`src/rtl/joy_shift_rx.sv`:
```
// joy_shift_rx: receiver for daisy-chained serial joystick adapters.
// Each frame does a parallel load, shifts PLAYERS*BITS bits (bit 0 first),
// then spends a single DONE cycle publishing the decoded buttons.
// joy_clk and joy_load are registered from the next state, so they line up
// exactly with the state the FSM is in and cannot glitch.
module joy_shift_rx #(
  parameter int PLAYERS = 2,
  parameter int BITS    = 12,
  parameter int CLK_DIV = 8,
  parameter int FILTER  = 1
) (
  input  logic                       clk,
  input  logic                       reset_n,
  input  logic                       enable,
  input  logic                       joy_data,
  output logic                       joy_clk,
  output logic                       joy_load,
  output logic [PLAYERS*BITS-1:0]    joystick,
  output logic                       frame_done,
  output logic                       changed,
  output logic [2:0]                 o_dbg_state
);

  localparam int TOTAL = PLAYERS * BITS;
  localparam int IW    = (TOTAL > 1) ? $clog2(TOTAL) : 1;
  localparam logic [IW-1:0] LAST_IDX = IW'(TOTAL - 1);
  localparam logic [7:0]    TICK_MAX = 8'(CLK_DIV - 1);

  typedef enum logic [2:0] {
    S_IDLE = 3'd0,
    S_LOAD = 3'd1,
    S_LOW  = 3'd2,
    S_HIGH = 3'd3,
    S_DONE = 3'd4
  } state_t;

  state_t            r_state;
  state_t            w_next;
  logic [7:0]        r_tick;
  logic [IW-1:0]     r_index;
  logic [TOTAL-1:0]  r_frame;
  logic [TOTAL-1:0]  r_prev;
  logic              w_tick;
  logic              w_last;
  logic              w_enter_done;
  logic              w_update;

  // Tick strobe only exists while a timed state is active.
  assign w_tick = ((r_state == S_LOAD) || (r_state == S_LOW) || (r_state == S_HIGH)) &&
                  (r_tick == TICK_MAX);
  assign w_last       = (r_index == LAST_IDX);
  assign w_enter_done = (r_state == S_HIGH) && w_tick && w_last;
  // With the filter on, a frame is accepted only if it repeats the previous one.
  assign w_update     = (FILTER == 0) || (r_frame == r_prev);
  assign o_dbg_state  = r_state;

  // Next-state logic.
  always_comb begin
    w_next = r_state;
    case (r_state)
      S_IDLE: if (enable) w_next = S_LOAD;
      S_LOAD: if (w_tick) w_next = S_LOW;
      S_LOW:  if (w_tick) w_next = S_HIGH;
      S_HIGH: if (w_tick) w_next = w_last ? S_DONE : S_LOW;
      S_DONE: w_next = enable ? S_LOAD : S_IDLE;
      default: w_next = S_IDLE;
    endcase
  end

  // State register.
  always_ff @(posedge clk) begin
    if (!reset_n) r_state <= S_IDLE;
    else          r_state <= w_next;
  end

  // Tick counter: held at zero in IDLE/DONE, wraps on every tick strobe.
  always_ff @(posedge clk) begin
    if (!reset_n)                                      r_tick <= 8'd0;
    else if ((r_state == S_IDLE) || (r_state == S_DONE) || w_tick) r_tick <= 8'd0;
    else                                               r_tick <= r_tick + 8'd1;
  end

  // Bit index: cleared at the end of LOAD, advanced at the end of each HIGH.
  always_ff @(posedge clk) begin
    if (!reset_n)                                r_index <= '0;
    else if ((r_state == S_LOAD) && w_tick)      r_index <= '0;
    else if ((r_state == S_HIGH) && w_tick && !w_last) r_index <= r_index + 1'b1;
  end

  // Frame shift buffer: sample the (active-low) wire at the end of each LOW.
  always_ff @(posedge clk) begin
    if (!reset_n)                           r_frame <= '0;
    else if ((r_state == S_LOW) && w_tick)  r_frame[r_index] <= ~joy_data;
  end

  // Publish on entry to DONE so joystick, frame_done and changed appear together.
  always_ff @(posedge clk) begin
    if (!reset_n) begin
      r_prev     <= '0;
      joystick   <= '0;
      frame_done <= 1'b0;
      changed    <= 1'b0;
    end else begin
      frame_done <= w_enter_done;
      changed    <= w_enter_done && w_update && (r_frame != joystick);
      if (w_enter_done) begin
        r_prev <= r_frame;
        if (w_update) joystick <= r_frame;
      end
    end
  end

  // Adapter strobes, registered from the next state.
  always_ff @(posedge clk) begin
    if (!reset_n) begin
      joy_clk  <= 1'b1;
      joy_load <= 1'b1;
    end else begin
      joy_clk  <= (w_next != S_LOW);
      joy_load <= (w_next != S_LOAD);
    end
  end

endmodule

```
`config.mk`:
```
export PLATFORM = sky130hd
export DESIGN_NAME = joy_shift_rx
export DESIGN_NICKNAME = d
export VERILOG_FILES = /design/src/rtl/joy_shift_rx.sv
export SDC_FILE = /design/constraint.sdc
export NUM_CORES = 1
export LEC_CHECK = 0
export BUFFER_PORTS_ARGS = -buffer_cell sky130_fd_sc_hd__buf_2
export CORE_MARGIN = 2
export CORE_UTILIZATION = 59
export DETAILED_ROUTE_END_ITERATION = 8
export GPL_TIMING_DRIVEN = 0
export PLACE_DENSITY = 0.89
export SKIP_CTS_REPAIR_TIMING = 1
export SKIP_LAST_GASP = 1
export SLEW_MARGIN = 20
export SYNTH_ARGS = -nofsm -noshare
export SYNTH_HDL_FRONTEND = slang
export SYNTH_SLANG_ARGS = --single-unit
```
`constraint.sdc`:
```
create_clock -name clk -period 2.86 [get_ports clk]
set_clock_uncertainty 0.05 [all_clocks]
set_input_delay 0.572 -clock clk [delete_from_list [all_inputs] [get_ports clk]]
set_output_delay 0.572 -clock clk [all_outputs]
set_load 0.005 [all_outputs]
```
### After elaboration in Yosys (flattened, before gate mapping)

Cells that the tools add are included.

| operators by class | value |
|---|---|
| order comparisons | 2 |
| multiplexer cells | 10 |
| $add $sub $neg | 2 |
| equal/unequal tests | 10 |
| bitwise operators | 2 |
| reductions and logical operators | 18 |

Operators with widths:

| cell | count |
|---|---|
| $bwmux W24 | 1 |
| $eq A24 B24 Y1 | 1 |
| $ne A24 B24 Y1 | 1 |
| $mux W3 | 5 |
| $pmux W3 S5 | 1 |
| $logic_and A1 B1 Y1 | 9 |
| $add A8 B1 Y8 const B | 1 |
| $eq A8 B3 Y1 const B | 1 |
| $eq A3 B2 Y1 const B | 2 |
| $lt A5 B6 Y1 const B | 1 |
| $add A5 B1 Y5 const B | 1 |
| $demux W1 S5 | 1 |
| $eq A5 B5 Y1 const B | 1 |
| $ge A5 B1 Y1 const B | 1 |
| $logic_or A1 B1 Y1 | 4 |
| $reduce_or A2 Y1 | 2 |
| $eq A3 B1 Y1 const B | 1 |
| $eq A3 B3 Y1 const B | 1 |
| $logic_not A3 Y1 | 1 |
| $ne A3 B1 Y1 const B | 1 |
| $ne A3 B2 Y1 const B | 1 |
| $mux W1 | 2 |
| $not A1 Y1 | 2 |
| $reduce_and A2 Y1 | 1 |
| $logic_not A1 Y1 | 1 |

| storage, ports and cells | value |
|---|---|
| register bits | 92 |
| logic and storage cells | 54 |

### Logic depth before layout (Yosys ltp)

Gate-level depths: netlist of run 1.

| logic depth | value |
|---|---|
| depth after elaboration | 8 |
| mapped depth | 8 |
| depth with buffers taken out | 6 |

### Worst setup path after synthesis of run 1

No wires, ideal clock.

| timing path | value |
|---|---|
| kind | flip-flop to flip-flop |
| start point | register r_tick[3] |
| end point | register joy_clk |
| buffers on the path | 0 |
| arrival time | 1.866 ns |
| setup time | 0.137 ns |
| clock period less this slack | 2.053 ns |
| required time | 2.673 ns |
| path slack | 0.807 ns |
| stages on the path, launching flop included | 6 |
| cells stage by stage | dfxtp_1 -> or4_4 -> or3_4 -> mux2_2 -> a22oi_1 -> nand3_1 |

| between the ends | value |
|---|---|
| word-level cells in the longest chain between the ends | 5 |

Ends and longest elaborated chain:

| element | line | RTL |
|---|---|---|
| start: declaration | 39 | `logic [7:0] r_tick;` |
| start signal: assignment | 80 | `else r_tick <= r_tick + 8'd1;` |
| $eq A8 B3 Y1 (*) | 50 | `(r_tick == TICK_MAX);` |
| $logic_and A1 B1 Y1 (*) | 49 | `assign w_tick = ((r_state == S_LOAD) \|\| (r_state == S_LOW) \|\| (r_state == S_HIGH)) &&` |
| $mux W3, on equally long branches | 64, 62, 63 |  |
| $pmux W3 S5 (*) | 60 | `case (r_state)` |
| $ne A3 B2 Y1 (*) | 119 | `joy_clk <= (w_next != S_LOW);` |
| end signal: assignment | 119 |  |
| end: declaration | 16 | `output logic joy_clk,` |

Every way passes the cells marked *; elsewhere a longest branch is shown, timed or not.
A chain may end at the register's enable or synchronous reset.

### Worst setup path in the final report of run 1

| timing path | value |
|---|---|
| start point | register r_tick[3] |
| end point | register joystick[7] |

| between the ends | value |
|---|---|
| word-level cells in the longest chain between the ends | 5 |

Ends and longest elaborated chain:

| element | line | RTL |
|---|---|---|
| $eq A8 B3 Y1 | 50 |  |
| $logic_and A1 B1 Y1 | 49 |  |
| $logic_and A1 B1 Y1 (2 in a row) | 52 | `assign w_enter_done = (r_state == S_HIGH) && w_tick && w_last;` |
| $reduce_and A2 Y1 (no source line) | n/a |  |
| end signal: assignment | 108 | `if (w_update) joystick <= r_frame;` |
| end: declaration | 18 | `output logic [PLAYERS*BITS-1:0] joystick,` |

Every way passes these cells.

==> results of run 1 <==
==> per-layer routing <==
| layer | vias to the layer above | part of all wire, % | GRT usage (%) |
|---|---|---|---|
| met5 | - | 0 | 0 |
| met4 | 0 | 2.5 | 10.1 |
| met3 | 29 | 7.0 | 5.88 |
| met2 | 167 | 49 | 46.5 |
| met1 | 1851 | 42 | 38.2 |
| li1 | 1775 | - | - |
==> final cells by class <==
| type | count | area (sq um) |
|---|---|---|
| Clock inverter | 4 | 56.3 |
| Fill cell | 522 | 2120 |
| Tap cell | 96 | 120 |
| Clock buffer | 12 | 165 |
| Inverter | 6 | 22.5 |
| Multi-Input combinational cell | 345 | 2160 |
| Timing Repair Buffer | 34 | 170 |
| Buffer | 33 | 176 |
| Sequential cell | 92 | 1840 |
==> kinds of logic (layout without fill, tap and decap cells) <==
kind of cell,count (synthesis),in the layout,share of synthesized area (%)
and+or+nand+nor,157,157,19.7
AOI/OAI and AO/OA,120,120,16.8
DFF,92,92,43.9
xor gates and xnor gates,57,57,11.9
buffers and inverters,39,89,4.74
muxes,6,6,1.46
adders and majority gates,5,5,1.49
==> through the flow <==
stage / utilization [%] / worst slack (ns) / cell area (sq um)
2_1_floorplan: - / 0.807 / 4200
3_3_place_gp: 65.7 / 0.575 / 4490
3_5_place_dp: 65.7 / 0.433 / 4490
4_1_cts: 68.9 / 0.417 / 4710
5_1_grt: 68.9 / 0.266 / 4710
6_report: 68.9 / 0.374 / 4710
==> cells in the mapped netlist (2+ instances only) <==
library cell  count
a21oi_1          69
a311oi_1         21
and2_1            4
and3_1            5
and3_2            3
and3b_1           2
and4_1            2
buf_2             3
buf_6             6
clkbuf_1         23
dfxtp_1          92
ha_1              5
inv_1             5
mux2i_1           5
nand2_1          61
nand2b_1          3
nand3_1          31
nand4_1           8
nor2_1           15
nor2b_1           2
nor3_1            3
nor3b_2           2
nor4_1            9
o21ai_0          24
xnor2_1          19
xor2_1           38
==> where the power goes <==
group          switching, uW  internal, uW  total, uW
sequential              3.89          1280       1290
clock                    459           481        940
combinational           37.1          12.3       49.4
total                    500          1780       2280
==> critical path, cell delays in order, from the launching register on <==
cell and delay [ns]:
dfxtp_1 0.35, or4_4 0.60, nor4b_4 0.39, nand4_1 0.30
clkbuf_1 0.29, o21ai_0 0.26, a21oi_1 0.11
==> worst max-delay path by stage <==
stage / startpoint / to / slack, ns
global route: r_tick[3] / joystick[12] / 0.27
detailed placement: r_tick[3] / joystick[7] / 0.43
global placement: r_tick[3] / joystick[8] / 0.58
finish: r_tick[3] / joystick[7] / 0.37
CTS: r_tick[3] / joystick[7] / 0.42
floorplan: r_tick[3] / joy_clk / 0.81
==> state kept, by name (all words and copies together), names as in the netlist <==
register,count
joy_clk,1
joy_load,1
r_index,5
r_prev,24
frame_done,1
r_tick,8
changed,1
joystick,24
r_frame,24
o_dbg_state,3
==> metrics.md, run 1 <==
| Metric | Value |
|---|---|
| Synth Net Count | 485 |
| Finish-stage setup viols | 0 |
| Pwr dens | 483 nW/um^2 |
| Fin cells | 622 |
| CTS Buf Count | 9 |
| Die area | 7810 sq um |
| Leakage power | 0.00187 uW |
| Worst Reg-to-Reg Cells | 6 |
| Port buffer count | 34 |
| Async set-reset flop share out of synthesis | 0% |
| Startpoint types | flip-flop |
| Detail Route Antenna Nets | 0 |
| Total power | 2280 uW |
| EDFF count, synth | 0 |
| Crit path DAT | 2.66 ns |
| Layout area overhead | 12.2% |
| Clock sink count | 92 |
| Final HPWL DP | 7.59 mm |
| Min Tclk post-route | 2.49 ns |
| Mapped cell area | 4200 sq um |
| Share of post-route cells with drive strength above 1 | 14.1% |
| Outcome | finished clean |
| Slew HR | 44.1% |
| Hold EP | r_tick[0] |
| Prevailing post-synth register cell | dfxtp_1 |
| DR iter-0 viols | 365 |
| Core area | 6830 sq um |
| Root Driver | clkbuf_8 |
| #FFs+latches synth | 92 |
| Vias in the first global route | 3418 |
| Slew of the pin with the lowest slew margin | 0.832 ns |
| Hold depth | 1 |
| Worst Path Max Fanout | 10 |
| CP Class | reg -> reg |
| Drt first pass iters | 6 |
| Reg clk slew, reported paths | 0.10 ns |
| Cell variety after synth | 42 |
| Clock buffer depth | 2 |
| Placed cells | 606 |
| N_diodes | 0 |
| Commonest cells after routing, fill and taps aside | 92 x dfxtp_1, 69 x a21oi_1, 61 x nand2_1, 38 x xor2_1, 37 x buf_2 |
| RSZ-0062 raised after global routing | no |
| Cell row count | 30 |
| Peak Freq | 0.402 GHz |
| Antenna violations before repair | 0 |
| Reg2Reg Setup Slack | 0.37 ns |
| Via/cell ratio | 6.14 |
| GRT overflow | 0 |
| Die Y | 88.4 microns |
| # nets final | 530 |
| Crit share post-route | 86.9% |
| Synth warnings | 0 |
| Worst r2r dst | joystick[7] |
| H-tree Lvls | 3 |
| DR WL/cell | 17.3 microns |
| Largest net degree at the start of global routing | 16 |
| Synth top area share | 43.9% |
| Seq/Total Area, Yosys | 43.9% |
| Worst hold path startpoint | r_tick[0] |
| Residual DRC count | 0 |
| Worst r2r src | r_tick[3] |
| Final Slew Violations | 0 |
| First-pass GRT wire length | 17.2 mm |
| Mapped Cells | 476 |
| Post-Syn Area per Cell | 8.82 sq um |
| Final WL | 10.8 mm |
| Hold Crit Class | reg -> reg |
| Worst vdd rail ir drop | 497 uV |
| RD Place Congestion | 0.880 |
| TritonCTS clock tree | done |
| Fin. Hold Viols | 0 |
| Starting Density | 61.4% |
| Final hold slack | 0.407 ns |
| GR Util All Layers | 28.6% |
| Die width | 88.4 microns |
| WP data required | 3.04 ns |
| Top cells by area, synth | dfxtp_1 44%, a21oi_1 8.2%, xor2_1 7.9% |
| Leading area contributor after synthesis | dfxtp_1 |
| Skew-Pair Late Insertion Delay | 0.36 ns |
| CP endpoint kind | flip-flop |
| Max cap viols | 0 |
| I/O Pins | 35 |
| Setup TNS | 0 ns |
| Via Count | 3822 |
| Leading cell type in the layout, fill and taps excluded | dfxtp_1 |
No activity file was read; power rests on OpenSTA's default activity.
==> run 2, diff against run 1 <==
--- a/config.mk
+++ b/config.mk
@@ -11,6 +11,7 @@
 export DETAILED_ROUTE_END_ITERATION = 8
 export GPL_TIMING_DRIVEN = 0
 export PLACE_DENSITY = 0.89
+export SETUP_SLACK_MARGIN = 0.4
 export SKIP_CTS_REPAIR_TIMING = 1
 export SKIP_LAST_GASP = 1
 export SLEW_MARGIN = 20
==> run 2 against run 1 <==
  * Via count is 1.5% higher
  * Critical path type unchanged
  * Die area stayed put
  * Core utilization is 0.48 points higher
  * Count of clock-buffer cells in the layout stayed put
  * Wire length is 0.87% higher
  * Critical path depth is 1 higher
  * First-iteration DRC count is 9.9% lower
  * Final area is 0.69% higher
  * Maximum frequency is 3.9% higher
  * Highest routed layer unchanged
  * Largest cell class unchanged
==> metrics.md, run 2 (synthesized netlist as in run 1, its figures left out) <==
| Metric | Value |
|---|---|
| Outcome | finished clean |
| Clock buffer depth | 2 |
| CP cell instances | or4_4 -> nor4b_4 -> nand4_1 -> buf_4 -> buf_6 -> o21ai_0 -> a21oi_1 |
| Final Slew Violations | 0 |
| I/O Pins | 35 |
| Placed cells | 606 |
| Cell row count | 30 |
| # nets final | 532 |
| Largest registers | joystick x24, r_frame x24, r_prev x24 |
| CP Class | reg -> reg |
| Worst r2r src | r_tick[3] |
| Residual DRC count | 0 |
| GRT overflow | 0 |
| Hold EP | r_tick[0] |
| Port buffer count | 34 |
| First-pass GRT wire length | 17.2 mm |
| Worst vdd rail ir drop | 497 uV |
| Finish-stage setup viols | 0 |
| Final HPWL DP | 7.59 mm |
| Via Count | 3881 |
| TritonCTS clock tree | done |
| Worst hold path startpoint | r_tick[0] |
| Skew-Pair Late Insertion Delay | 0.36 ns |
| DR iter-0 viols | 329 |
| Detail Route Antenna Nets | 0 |
| Hold Crit Class | reg -> reg |
| WP data required | 3.03 ns |
| Hold depth | 1 |
| Worst path max stage delay | 0.60 ns |
| Setup TNS | 0 ns |
| Clock sink count | 92 |
| Slew HR | 45.1% |
| Die width | 88.4 microns |
| Min Tclk post-route | 2.39 ns |
| Crit path DAT | 2.57 ns |
| Area of the multi-input gates | 2160 sq um |
| Largest net degree at the start of global routing | 16 |
| GR Util All Layers | 28.6% |
| Final setup margin | 0.467 ns |
| Worst r2r dst | joystick[7] |
| Via/cell ratio | 6.22 |
| N_diodes | 0 |
| Reg2Reg Setup Slack | 0.47 ns |
| Fin cells | 624 |
| Slew of the pin with the lowest slew margin | 0.817 ns |
| CP max stage cell | or4_4 |
| Drt first pass iters | 6 |
| Die area | 7810 sq um |
| DR WL/cell | 17.4 microns |
| Worst Path Max Fanout | 10 |
| Reg clk slew, reported paths | 0.09 ns |
| Root Driver | clkbuf_8 |
| Share of post-route cells with drive strength above 1 | 15.2% |
| Leading cell type in the layout, fill and taps excluded | dfxtp_1 |
| Total power | 2280 uW |
| CP endpoint kind | flip-flop |
| Die Y | 88.4 microns |
| Worst Reg-to-Reg Cells | 7 |
| Startpoint types | flip-flop |
| Place WS | 0.433 ns |
| Antenna violations before repair | 0 |
| CTS Buf Count | 9 |
| Filler Cells Inserted | 521 |
| Leakage power | 0.00189 uW |
| Starting Density | 61.4% |
| Pwr dens | 480 nW/um^2 |
| Final WL | 10.9 mm |
| RSZ-0062 raised after global routing | no |
| Commonest cells after routing, fill and taps aside | 92 x dfxtp_1, 69 x a21oi_1, 61 x nand2_1, 38 x xor2_1, 37 x buf_2 |
| Crit share post-route | 83.7% |
| Layout area overhead | 13.0% |
| Core area | 6830 sq um |
| Fin. Hold Viols | 0 |
| Register area | 1840 sq um |
| H-tree Lvls | 3 |
| Max cap viols | 0 |
| RD Place Congestion | 0.880 |
| Vias in the first global route | 3418 |
| Peak Freq | 0.418 GHz |
-- run 2: cell types whose count changed in the layout (fill, tap and decap cells not counted) --
cell | previous run | this run
clkbuf_2 | 0 | 2
buf_4 | 1 | 3
clkbuf_1 | 23 | 19
buf_6 | 6 | 8
-- run 2: layer usage --
layer	GRT usage, %	part of all wire, %	vias up
li1	-	-	1776
met3	5.88	7.4	40
met1	38.2	41	1860
met2	46.5	48	205
met4	10.1	3.2	0
met5	0	0	-
-- run 2: per-stage QoR --
| step | util, % | area (sq um) | hold WS (ns) |
|---|---|---|---|
| 2_1_floorplan | - | 4200 | 0.363 |
| 3_3_place_gp | 65.7 | 4490 | 0.376 |
| 3_5_place_dp | 65.7 | 4490 | 0.401 |
| 4_1_cts | 68.9 | 4710 | 0.414 |
| 5_1_grt | 69.4 | 4740 | 0.438 |
| 6_report | 69.4 | 4740 | 0.406 |
-- run 2: area by class of cell --
class / instances / area share [%]
tap: 96 / 2.53
inverter: 6 / 0.475
timing repair buffer: 36 / 3.91
multi-input combinational: 345 / 45.5
buffer: 33 / 4.09
sequential: 92 / 38.8
clock buffer: 12 / 3.48
clock inverter: 4 / 1.19
-- run 2: critical path: cells and delay by family (launching register included) --
family | cells | cell delay (ns)
buffers and inverters | 2 | 0.33
AO/OA/AOI/OAI | 2 | 0.31
flip-flops | 1 | 0.35
AND/OR/NAND/NOR | 3 | 1.21
-- run 2: how the worst max path moves through the flow --
stage | from | end | slack (ns)
after floorplan | r_tick[3] | joy_clk | 0.81
after global placement | r_tick[3] | joystick[8] | 0.58
after detailed placement | r_tick[3] | joystick[7] | 0.43
after CTS | r_tick[3] | joystick[7] | 0.42
after global routing | r_tick[3] | r_prev[8] | 0.41
final | r_tick[3] | joystick[7] | 0.47
-- run 2: where the power goes --
group          switching (uW)  internal [uW]  total, uW
Clock                     461            481        941
Combinational            37.3           12.3       49.6
Sequential               3.84           1280       1290
Total                     502           1780       2280
